**config.mk**
```make
export PLATFORM = sky130hd
export DESIGN_NAME = bus_arbiter
export DESIGN_NICKNAME = d
export VERILOG_FILES = /design/src/rtl/arvi_bus_pkg.sv /design/src/rtl/bus_arbiter_rr_pick.sv /design/src/rtl/bus_arbiter.sv
export SDC_FILE = /design/constraint.sdc
export NUM_CORES = 1
export LEC_CHECK = 0
export CORE_AREA = 8 8 102 104
export CTS_BUF_LIST = sky130_fd_sc_hd__clkbuf_16
export CTS_CLUSTER_DIAMETER = 120
export CTS_CLUSTER_SIZE = 16
export DETAILED_ROUTE_END_ITERATION = 10
export DIE_AREA = 0 0 110 112
export PLACE_DENSITY = 0.79
export SLEW_MARGIN = 20
export SYNTH_ARGS = -nofsm -noshare
export SYNTH_HDL_FRONTEND = slang
export SYNTH_HIERARCHICAL = 1
export SYNTH_SLANG_ARGS = --single-unit
```
**constraint.sdc**
```tcl
create_clock -name i_clk -period 1.7 [get_ports i_clk]
set_clock_uncertainty 0.15 [all_clocks]
set_input_delay 0.425 -clock i_clk [delete_from_list [all_inputs] [get_ports i_clk]]
set_output_delay 0.425 -clock i_clk [all_outputs]
set_load 0.005 [all_outputs]
```
**src/rtl/arvi_bus_pkg.sv**
```systemverilog
// Shared types and sizing helpers for the hart-side bus arbiter and related blocks.
package arvi_bus_pkg;

  typedef enum logic [1:0] {
    IDLE   = 2'd0,
    BUSY   = 2'd1,
    LOCKED = 2'd2
  } arb_state_t;

  localparam int BYTE_EN_W = 4;

  function automatic int GRANT_W(input int n);
    return (n > 1) ? $clog2(n) : 1;
  endfunction

endpackage

```
**src/rtl/bus_arbiter_rr_pick.sv**
```systemverilog
// Combinational round-robin selector: first set request at or after i_ptr, wrapping.
module rr_pick
  import arvi_bus_pkg::*;
#(
  parameter int N = 2,
  parameter int W = GRANT_W(N)
) (
  input  logic [N-1:0] i_req,
  input  logic [W-1:0] i_ptr,
  output logic         o_valid,
  output logic [W-1:0] o_index
);

  logic [W:0] w_idx;

  // Scan from the farthest offset down so the nearest requester is written last.
  always_comb begin
    o_valid = 1'b0;
    o_index = '0;
    w_idx   = '0;
    for (int k = N - 1; k >= 0; k--) begin
      w_idx = {1'b0, i_ptr} + (W + 1)'(k);
      if (w_idx >= (W + 1)'(N)) w_idx = w_idx - (W + 1)'(N);
      if (i_req[w_idx[W-1:0]]) begin
        o_valid = 1'b1;
        o_index = w_idx[W-1:0];
      end
    end
  end

endmodule

```
**src/rtl/bus_arbiter.sv**
```systemverilog
// Round-robin arbiter sharing one bus master port among N_MASTERS harts, with per-master lock.
module bus_arbiter
  import arvi_bus_pkg::*;
#(
  parameter int N_MASTERS = 2,
  parameter int XLEN      = 32
) (
  input  logic                           i_clk,
  input  logic                           i_rst,
  input  logic [N_MASTERS-1:0]           i_m_bus_en,
  input  logic [N_MASTERS-1:0]           i_m_wr_en,
  input  logic [N_MASTERS-1:0]           i_m_lock,
  input  logic [N_MASTERS*XLEN-1:0]      i_m_addr,
  input  logic [N_MASTERS*XLEN-1:0]      i_m_wr_data,
  input  logic [N_MASTERS*BYTE_EN_W-1:0] i_m_byte_en,
  output logic [N_MASTERS-1:0]           o_m_ack,
  output logic [XLEN-1:0]                o_m_rd_data,
  output logic                           o_bus_en,
  output logic                           o_wr_en,
  output logic [XLEN-1:0]                o_addr,
  output logic [XLEN-1:0]                o_wr_data,
  output logic [BYTE_EN_W-1:0]           o_byte_en,
  input  logic                           i_ack,
  input  logic [XLEN-1:0]                i_rd_data
);

  localparam int            GW   = GRANT_W(N_MASTERS);
  localparam logic [GW-1:0] LAST = GW'(N_MASTERS - 1);

  arb_state_t    r_state, w_state_nxt;
  logic [GW-1:0] r_grant, w_grant_nxt;
  logic [GW-1:0] r_rr_ptr, w_rr_nxt;
  logic [GW-1:0] w_pick_idx, w_grant_inc;
  logic          w_pick_vld, w_gnt_req, w_gnt_lock;

  rr_pick #(
    .N(N_MASTERS),
    .W(GW)
  ) u_pick (
    .i_req  (i_m_bus_en),
    .i_ptr  (r_rr_ptr),
    .o_valid(w_pick_vld),
    .o_index(w_pick_idx)
  );

  assign w_grant_inc = (r_grant == LAST) ? '0 : r_grant + 1'b1;
  assign w_gnt_req   = i_m_bus_en[r_grant];
  assign w_gnt_lock  = i_m_lock[r_grant];

  always_ff @(posedge i_clk or negedge i_rst) begin
    if (!i_rst) begin
      r_state  <= IDLE;
      r_grant  <= '0;
      r_rr_ptr <= '0;
    end else begin
      r_state  <= w_state_nxt;
      r_grant  <= w_grant_nxt;
      r_rr_ptr <= w_rr_nxt;
    end
  end

  // A locked ack keeps rr_ptr so priority only moves once the holder lets go.
  always_comb begin
    w_state_nxt = r_state;
    w_grant_nxt = r_grant;
    w_rr_nxt    = r_rr_ptr;
    case (r_state)
      IDLE: begin
        if (w_pick_vld) begin
          w_grant_nxt = w_pick_idx;
          w_state_nxt = BUSY;
        end
      end
      BUSY: begin
        if (i_ack) begin
          if (w_gnt_lock) begin
            w_state_nxt = LOCKED;
          end else begin
            w_state_nxt = IDLE;
            w_rr_nxt    = w_grant_inc;
          end
        end else if (!w_gnt_req) begin
          w_state_nxt = IDLE;
          w_rr_nxt    = w_grant_inc;
        end
      end
      LOCKED: begin
        if (w_gnt_req)       w_state_nxt = BUSY;
        else if (!w_gnt_lock) w_state_nxt = IDLE;
      end
      default: w_state_nxt = IDLE;
    endcase
  end

  always_comb begin
    o_bus_en  = 1'b0;
    o_wr_en   = 1'b0;
    o_addr    = '0;
    o_wr_data = '0;
    o_byte_en = '0;
    o_m_ack   = '0;
    if (r_state == BUSY) begin
      o_bus_en         = 1'b1;
      o_wr_en          = i_m_wr_en[r_grant];
      o_addr           = i_m_addr[int'(r_grant)*XLEN +: XLEN];
      o_wr_data        = i_m_wr_data[int'(r_grant)*XLEN +: XLEN];
      o_byte_en        = i_m_byte_en[int'(r_grant)*BYTE_EN_W +: BYTE_EN_W];
      o_m_ack[r_grant] = i_ack;
    end
  end

  assign o_m_rd_data = i_rst ? i_rd_data : '0;

  a_ack_onehot : assert property (@(posedge i_clk) disable iff (!i_rst) $onehot0(o_m_ack));
  a_idle_quiet : assert property (@(posedge i_clk) disable iff (!i_rst)
                                  (r_state != BUSY) |-> (!o_bus_en && o_m_ack == '0));

endmodule

```
After elaboration in Yosys (flattened, before gate mapping)
Cells that the tools add are included.
{ "op_classes": {"n_addsub": 4, "n_lt_le_gt_ge": 6, "n_eq_ne": 7, "shifts": 3, "muxes": 36, "bitwise_logic": 1, "n_reduce_logical": 5} }
{ "ops": {"columns": ["operator", "n"], "rows": [
  ["$shiftx A64 B7 Y32", 2],
  ["$mux W32", 3],
  ["$mux W1", 23],
  ["$mux W2", 7],
  ["$shiftx A8 B4 Y4", 1],
  ["$lt A1 B2 Y1 const B", 3],
  ["$ne A3 B3 Y1 const B", 2],
  ["$pmux W2 S3", 1],
  ["$reduce_and A3 Y1", 2],
  ["$mux W4", 1],
  ["$ne A2 B2 Y1 const B", 2],
  ["$add A1 B1 Y2 const B", 1],
  ["$and A2 B2 Y2", 1],
  ["$eq A2 B1 Y1 const B", 1],
  ["$eq A2 B2 Y1 const B", 1],
  ["$ge A1 B2 Y1 const B", 1],
  ["$ge A2 B2 Y1 const B", 1],
  ["$logic_not A2 Y1", 1],
  ["$ne A2 B1 Y1 const B", 1],
  ["$reduce_and A2 Y1", 1],
  ["$sub A1 B1 Y1 const B", 2],
  ["$add A1 B1 Y1 const B", 1],
  ["$demux W1 S1", 1],
  ["$ge A1 B1 Y1 const B", 1],
  ["$logic_and A1 B1 Y1", 1]
]} }
{ "word_totals": {"ff_bits": 4, "word_cells": 65} }

Longest topological paths before layout
Gate-level depths: netlist (run 1).
{ "depth": {"ltp_word": 9, "ltp_mapped": 5, "mapped_depth_nobuf": 4} }

Cells and area by module
The synthesis (run 1) kept the hierarchy.
{ "by_module_without_submodules": {"columns": ["module", "instances", "cells_per_inst", "area_per_inst_um2", "seq_area_each_um2"], "rows": [
  ["bus_arbiter", 1, 212, 1493.9, 100.1],
  ["rr_pick", 1, 3, 17.5, 0.0]
]} }

Least setup slack after synthesis (run 1)
No wires, ideal clock.
{ "synth_path": {"path_kind": "register to output", "from": "register r_grant", "to": "output port o_addr[10]", "t_arrival_ps": 1040, "t_required_ps": 1125, "setup_slack_ps": 85, "path_stages_with_launch": 6, "n_path_buf": 3, "cell_sequence": "dfrtp_1 buf_6 buf_4 buf_4 mux2i_1 nor2_1"} }
{ "synth_via": {"elab_chain_cells": 2} }
{ "synth_rtl": {"columns": ["item", "line", "source"], "rows": [
  ["start: declaration", "bus_arbiter.sv:31", "logic [GW-1:0] r_grant, w_grant_nxt;"],
  ["start signal: assignment", "bus_arbiter.sv:57", "r_grant <= w_grant_nxt;"],
  ["$shiftx A64 B7 Y32", "bus_arbiter.sv:105", "o_addr = i_m_addr[int'(r_grant)*XLEN +: XLEN];"],
  ["$mux W32", "bus_arbiter.sv:102", "if (r_state == BUSY) begin"],
  ["end: declaration", "bus_arbiter.sv:20", "output logic [XLEN-1:0] o_addr,"]
]} }
No other way between the ends.

Final worst setup path (run 1)
{ "layout_path": {"from": "register r_grant", "to": "output port o_addr[18]"} }
Same word-level chain as after synthesis.

==> results of run 1 <==
[stage by stage]
stage | util, % | power [uW] | setup TNS (ns) | hold slack, ns
floorplan | - | 1990 | 0 | -0.0206
global placement | 50.9 | 4320 | -49.95 | 0.353
detailed placement | 50.9 | 4380 | -51.61 | 0.358
CTS | 49.2 | 4550 | -25.05 | 0.181
global route | 54.0 | 5930 | -25.41 | 0.205
finish | 54.0 | 5560 | -21.33 | 0.185
[cells by family after synthesis]
group | share of synthesized area, %
DFF | 6.62
and+or+nand+nor | 33.4
muxes | 49.3
AOI/OAI and AO/OA | 2.73
buffers and inverters | 8.03
[path summary, 6_finish.rpt]
check / start / end / slack, ns / cells after the start
max in group asynchronous: i_rst / r_grant / 1.10 / 3
min in group i_clk: r_rr_ptr / r_rr_ptr / 0.37 / 2
min reg2reg: r_rr_ptr / r_rr_ptr / 0.37 / 2
max: r_grant / o_addr[18] / -0.43 / 6
min: i_rst / r_grant / 0.18 / 3
max reg2reg: r_grant / r_rr_ptr / -0.22 / 6
[where the power goes]
group | switching, uW | internal, uW | total (uW)
logic | 1990 | 2980 | 4970
clock network | 64.3 | 303 | 368
registers | 76.0 | 147 | 223
total | 2130 | 3430 | 5560
[state kept, by name, indices dropped and copies added, names as in the netlist]
| signal | cells |
|---|---|
| r_grant | 1 |
| r_rr_ptr | 1 |
| r_state | 2 |
[synthesized netlist by cell type (2+ instances only)]
cell type                   n
sky130_fd_sc_hd__buf_4      7
sky130_fd_sc_hd__dfrtp_1    4
sky130_fd_sc_hd__clkbuf_1   6
sky130_fd_sc_hd__mux2i_1   71
sky130_fd_sc_hd__inv_1      2
sky130_fd_sc_hd__and2_1    32
sky130_fd_sc_hd__nor2_1    72
sky130_fd_sc_hd__o31ai_1    2
sky130_fd_sc_hd__buf_2      4
sky130_fd_sc_hd__nand2_1    2
sky130_fd_sc_hd__buf_1      2
[layout make-up]
type | instances | area share, %
clock inverters | 1 | 0.0782
multi-input cells | 189 | 28.3
well taps | 111 | 2.89
repair buffers | 330 | 64.8
clock buffers | 3 | 1.56
inverters | 2 | 0.209
flip-flops and latches | 4 | 2.16
[worst max-delay path, stage by stage (launching register included)]
cell and delay [ns]:
sky130_fd_sc_hd__dfrtp_4 0.55, sky130_fd_sc_hd__buf_6 0.17, sky130_fd_sc_hd__buf_12 0.14, sky130_fd_sc_hd__buf_6 0.11, sky130_fd_sc_hd__mux2i_1 0.16, sky130_fd_sc_hd__nor2_1 0.06
sky130_fd_sc_hd__buf_2 0.13
[routing by layer]
layer	vias to the layer above	wire length (um)
li1	1345	-
met1	1266	3830
met2	155	6270
met3	12	1270
met4	0	189
met5	-	0
[what timing repair did]
action                                  in CTS  in global routing
gates resized for setup                    279                150
cloned                                       2                 10
pin swaps                                    1                 33
hold endpoints to repair                     0                  0
buffers inserted                             3                 21
endpoints found under the setup margin     105                 95
==> Flow_metrics.wiki, run 1 <==
{| class="wikitable"
! Metric !! Value
|-
| Run status || finished, violations left
|-
| Failing checks || negative setup slack
|-
| Type of the setup path with the least slack || flip-flop to primary output
|-
| Worst voltage drop across the vdd grid || about 0.43 mV
|-
| Count of final setup violators || between 70 and 80
|-
| Antenna violations before repair || 0
|-
| Clock tree from TritonCTS || built
|-
| Placed cell count || 600
|-
| Insertion delay to the later sink of the worst-skew pair || approximately 0.22 ns
|-
| Detail Route Antenna Nets || 0
|-
| Number of nets in the layout || between 700 and 800
|-
| Final WL || around 12000 um
|-
| Power density over the cells || 1160 nW/um^2
|-
| Clock buffers created by TritonCTS || 3
|-
| Least-Margin Pin Slew || ~0.22 ns
|-
| Gr ovfl total || 0
|-
| Fraction of the yosys area taken by sequential cells || 6.62%
|-
| Warnings, synthesis || 6
|-
| Final hold viol count || 0
|-
| Hold Buf Count CTS || 0
|-
| Path class of the lowest-slack min-delay path || input port to async pin
|-
| Flop and latch count out of synthesis || 4
|-
| GR Layer Usage met3 || 4.85%
|-
| I/O pin count || ~280
|-
| Initial detailed-routing violation count || between 60 and 70
|-
| Row count || 35
|-
| Maximum capacitance violations || 0
|-
| Met1 usage in global routing || 14.5%
|-
| EDFF count, synth || 0
|-
| Critical path capture point type || primary output
|-
| Post-synthesis net count || slightly below 400
|-
| Maximum clock frequency || about 470 MHz
|-
| DRC Markers || 0
|-
| Post-synth top area cell || sky130_fd_sc_hd__mux2i_1
|-
| Finished Layout Cells || 640
|-
| Post-route setup slack || -0.425 ns
|-
| Required time of the critical path || 1.12 ns
|-
| Critical path arrival || around 1.6 ns
|-
| Dominant synthesized flop cell || sky130_fd_sc_hd__dfrtp_1
|-
| Weighted congestion at the end of routability-driven global placement || roughly 0.8
|-
| Starting density of the core || 17.0%
|-
| Area share of the largest cell type after synthesis || a little under half
|-
| Routed wire per std cell || 18.1 um
|-
| Met2 GRT Util || a little under a third
|-
| GRT Max-Usage Layer || met2
|-
| Area of the multi-input gates || around 1400 um^2
|-
| Clock slew at the register clock pins of the worst setup and hold paths || roughly 0.030 ns
|-
| Unique cell type count in the Yosys netlist || 22
|-
| Count of mapped cells out of synthesis || roughly 220
|-
| Via count || ~2800
|-
| Master cell of the clock root buffer || sky130_fd_sc_hd__clkbuf_16
|-
| Port Buffers || 280
|-
| Combined flip-flop and latch cell area || slightly above 100 um^2
|-
| Highest-count cells in the layout ignoring fill and taps || sky130_fd_sc_hd__clkdlybuf4s50_1, sky130_fd_sc_hd__buf_2, sky130_fd_sc_hd__nor2_1
|-
| Max-slew violation total from the final report || 0
|-
| Avg Inst Size Synth || roughly 7.0 um^2
|-
| Number of search-and-repair iterations in the first detailed-routing pass || 4
|-
| Number of filler cells placed in the layout || 836
|-
| Remaining max-slew budget at the tightest pin || a little under nine tenths
|-
| First-pass GRT wire length || approximately 15000 um
|-
| Die Outline Area || 12300 um^2
|-
| Crit Path Max Fanout || 7
|-
| Setup repair after global routing missed its margin || true
|-
| Setup WS pre-CTS || -0.660 ns
|-
| Placed wire-length estimate after detailed placement || a little under 9000 um
|-
| Tcrit/Tclk final || 125%
|-
| Layout cell share with drive strength beyond 1 || 32.1%
|-
| Pin count of the biggest net entering global routing || 28
|-
| Async SR Flop Fraction || 100%
|-
| Routed vias/inst || 4.34
|-
| Final instance area || roughly 4800 um^2
|-
| DIE WIDTH || approximately 110 um
|-
| N_diodes || 0
|-
| Cell types with the largest area share after synthesis || sky130_fd_sc_hd__mux2i_1, sky130_fd_sc_hd__nor2_1, sky130_fd_sc_hd__and2_1, sky130_fd_sc_hd__dfrtp_1, sky130_fd_sc_hd__buf_4
|-
| Reported leakage power || about 0.0025 uW
|-
| Die Y-Extent || approximately 110 um
|-
| Maximum clock insertion buffer count || 2
|-
| H-tree depth reported by CTS || 1
|-
| Number of global-route vias before repair || 2816
|-
| Sinks on the clock net || 4
|-
| Most common library cell in the layout ignoring fill and taps || sky130_fd_sc_hd__clkdlybuf4s50_1
|-
| Cell area after technology mapping || ~1500 um^2
|-
| Area growth syn-to-layout || 217%
|-
| Period minus WS final || around 2.1 ns
|-
| Total placed instance area || ~4500 um^2
|-
| Crit path launch type || flip-flop
|-
| Placeable Area || about 8900 um^2
|-
| Total global routing track utilization || between 10% and 20%
|}
Note: power is estimated with default switching activity, not from simulation.
==> inputs of run 2 (changes only) <==
--- a/config.mk
+++ b/config.mk
@@ -12,7 +12,6 @@
 export DETAILED_ROUTE_END_ITERATION = 10
 export DIE_AREA = 0 0 110 112
 export PLACE_DENSITY = 0.79
-export SLEW_MARGIN = 20
 export SYNTH_ARGS = -nofsm -noshare
 export SYNTH_HDL_FRONTEND = slang
 export SYNTH_HIERARCHICAL = 1
==> constraint.sdc (replaced) <==
create_clock -name i_clk -period 2.28 [get_ports i_clk]
set_clock_uncertainty 0.15 [all_clocks]
set_input_delay 0.57 -clock i_clk [delete_from_list [all_inputs] [get_ports i_clk]]
set_output_delay 0.57 -clock i_clk [all_outputs]
set_load 0.005 [all_outputs]
==> run 2 against run 1 <==
- the flow now finishes without violations
- largest power group unchanged
- first-iteration DRC count grew 35%
- critical path depth shrank 2
- via count shrank 7.6%
- sequential share of layout area grew 0.13 points
- critical endpoint is now o_addr[30]
==> Flow_metrics.wiki, run 2 (same netlist as run 1, synthesis figures left out) <==
{| class="wikitable"
! Metric !! Value
|-
| Highest-count cells in the layout ignoring fill and taps || sky130_fd_sc_hd__clkdlybuf4s50_1, sky130_fd_sc_hd__dlygate4sd2_1, sky130_fd_sc_hd__nor2_1 (was sky130_fd_sc_hd__clkdlybuf4s50_1, sky130_fd_sc_hd__buf_2, sky130_fd_sc_hd__nor2_1)
|-
| Routed wire per std cell || 16.7 um (was 18.1 um)
|-
| Met1 usage in global routing || 14.5% (about the same)
|-
| Die Y-Extent || 112 um (unchanged)
|-
| Total global routing track utilization || 15.0% (was 15.4%)
|-
| DRC Markers || 0 (unchanged)
|-
| Row count || 35 (unchanged)
|-
| Critical path capture point type || primary output (unchanged)
|-
| Via count || 2567 (was 2778)
|-
| Met2 GRT Util || 29.7% (was 30.2%)
|-
| Reported leakage power || 0.00220 uW (was 0.00250 uW)
|-
| Setup total negative slack || 0 ns (was -21.33 ns)
|-
| Finished Layout Cells || 603 (was 640)
|-
| Maximum clock frequency || around 450 MHz
|-
| Weighted congestion at the end of routability-driven global placement || 0.785 (was 0.786)
|-
| Placed cell count || 597 (was 600)
|-
| Worst voltage drop across the vdd grid || 0.314 mV (was 0.434 mV)
|-
| Type of the setup path with the least slack || flip-flop to primary output (unchanged)
|-
| N_diodes || 0 (unchanged)
|-
| Count of final setup violators || 0 (was 73)
|-
| Port Buffers || 280 (unchanged)
|-
| Layout cell share with drive strength beyond 1 || 4.88% (was 32.1%)
|-
| First-pass GRT wire length || 14800 um (was 15000 um)
|-
| Insertion delay to the later sink of the worst-skew pair || 0.22 ns (about the same)
|-
| Share of power burned in combinational logic || 86.0% (was 89.4%)
|-
| Internal power || 1890 uW (was 3430 uW)
|-
| Final hold viol count || 0 (unchanged)
|-
| Switching power || 1260 uW (was 2130 uW)
|-
| Path class of the lowest-slack min-delay path || flip-flop to flip-flop (was input port to async pin)
|-
| Placeable Area || 8890 um^2 (unchanged)
|-
| Number of global-route vias before repair || 2788 (was 2816)
|-
| Starting density of the core || 17.0% (unchanged)
|-
| Sinks on the clock net || 4 (unchanged)
|-
| Antenna violations before repair || 0 (unchanged)
|-
| Post-route worst hold slack || 0.354 ns (was 0.185 ns)
|-
| Register ranked first by flip-flop count || r_state (unchanged)
|-
| Gr ovfl total || 0 (unchanged)
|-
| I/O pin count || 281 (unchanged)
|-
| Number of nets in the layout || 670 (was 707)
|-
| DIE WIDTH || 110 um (unchanged)
|-
| Total placed instance area || 4500 um^2 (was 4530 um^2)
|-
| Final WL || 10100 um (was 11600 um)
|-
| Run status || finished clean (was finished, violations left)
|-
| Clock buffers created by TritonCTS || 3 (unchanged)
|-
| Number of search-and-repair iterations in the first detailed-routing pass || 4 (unchanged)
|-
| Initial detailed-routing violation count || 84 (was 62)
|-
| Crit Path Max Fanout || 22 (was 7)
|-
| Portion of total power attributed to sequential cells || 5.2% (was 4.0%)
|-
| Number of filler cells placed in the layout || 869 (was 836)
|-
| Detail Route Antenna Nets || 0 (unchanged)
|-
| Tcrit/Tclk final || about 97%
|-
| Power density over the cells || 695 nW/um^2 (was 1160 nW/um^2)
|-
| Placed wire-length estimate after detailed placement || 8670 um (was 8760 um)
|-
| Maximum capacitance violations || 0 (unchanged)
|-
| Required time of the critical path || 1.56 ns (was 1.12 ns)
|-
| Clock tree from TritonCTS || built (unchanged)
|-
| Maximum clock insertion buffer count || 2 (unchanged)
|-
| Max-slew violation total from the final report || 0 (unchanged)
|-
| Setup repair after global routing missed its margin || true (unchanged)
|-
| Area growth syn-to-layout || 200% (was 217%)
|-
| GR Layer Usage met3 || 4.62% (was 4.85%)
|-
| Pin count of the biggest net entering global routing || 45 (was 28)
|-
| Routed vias/inst || 4.26 (was 4.34)
|-
| Remaining max-slew budget at the tightest pin || 83.0% (was 85.1%)
|-
| Switching power as a share of total power || 40.1% (was 38.3%)
|-
| Slack of the worst reg-to-reg path || 0.52 ns (was -0.22 ns)
|-
| Crit path launch type || flip-flop (unchanged)
|-
| H-tree depth reported by CTS || 1 (unchanged)
|-
| Master cell of the clock root buffer || sky130_fd_sc_hd__clkbuf_16 (unchanged)
|-
| Biggest regs || r_state x2, r_grant x1, r_rr_ptr x1 (unchanged)
|-
| Post CTS Setup Buffer Count || 0 (was 3)
|-
| Clock slew at the register clock pins of the worst setup and hold paths || 0.03 ns (about the same)
|-
| Clock share of power || 8.8% (was 6.6%)
|-
| Final instance area || 4530 um^2 (was 4800 um^2)
|-
| Period minus WS final || between 2 and 2.5 ns
|-
| Critical path arrival || 1.49 ns (was 1.55 ns)
|-
| Least-Margin Pin Slew || 0.247 ns (was 0.217 ns)
|-
| Most common library cell in the layout ignoring fill and taps || sky130_fd_sc_hd__clkdlybuf4s50_1 (unchanged)
|-
| Die Outline Area || 12300 um^2 (unchanged)
|-
| GRT Max-Usage Layer || met2 (unchanged)
|-
| Largest register FFs || 2 (unchanged)
|}
==> run 2: layout make-up <==
class / count / area, um^2 / area share (%)
Tap cell: 111 / 139 / 3.06
Timing Repair Buffer: 293 / 2900 / 63.9
Clock inverter: 1 / 3.75 / 0.0828
Multi-Input combinational cell: 189 / 1310 / 28.9
Inverter: 2 / 7.51 / 0.166
Clock buffer: 3 / 75.1 / 1.66
Sequential cell: 4 / 104 / 2.29
==> run 2: worst paths after layout <==
| check | start | end | depth (start not counted) |
|---|---|---|---|
| min in group asynchronous | i_rst | r_rr_ptr | 3 |
| worst max register to register | r_grant | r_rr_ptr | 4 |
| worst max-delay path | r_grant | o_addr[30] | 4 |
| worst min-delay path | r_rr_ptr | r_rr_ptr | 2 |
| worst min register to register | r_rr_ptr | r_rr_ptr | 2 |
| max in group asynchronous | i_rst | r_grant | 3 |
==> run 2: critical path: stages, from the launching register on <==
cell                            delay [ns]
sky130_fd_sc_hd__dfrtp_4              0.50
sky130_fd_sc_hd__buf_12               0.22
sky130_fd_sc_hd__mux2i_1              0.20
sky130_fd_sc_hd__nor2_1               0.05
sky130_fd_sc_hd__dlygate4sd2_1        0.28
==> run 2: per-layer routing <==
layer	vias up	part of all wire, %
met2	153	54
met5	-	0
li1	1265	-
met4	0	0.67
met3	4	12
met1	1145	34
==> run 2: timing repair <==
action | 4_1_cts | 5_1_grt
resized for setup | 108 | 11
hold buffers | 0 | 0
setup endpoints to repair | 103 | 6
gates cloned | 1 | 1
==> run 2: stage by stage <==
step	total power [uW]	setup WS [ns]	utilization, %
after floorplan	1490	0.520	-
after global placement	3170	-0.359	50.7
after detailed placement	3210	-0.363	50.7
after CTS	3130	0.0501	50.5
after global routing	3410	-0.0327	51.0
final	3150	0.0723	51.0
==> run 2: power by group through the flow <==
stage	sequential (uW)	clock [uW]	combinational [uW]
2_1_floorplan	121	0	1360
3_3_place_gp	152	0	3020
3_5_place_dp	153	0	3050
4_1_cts	158	282	2690
5_1_grt	172	289	2950
6_report	163	277	2710
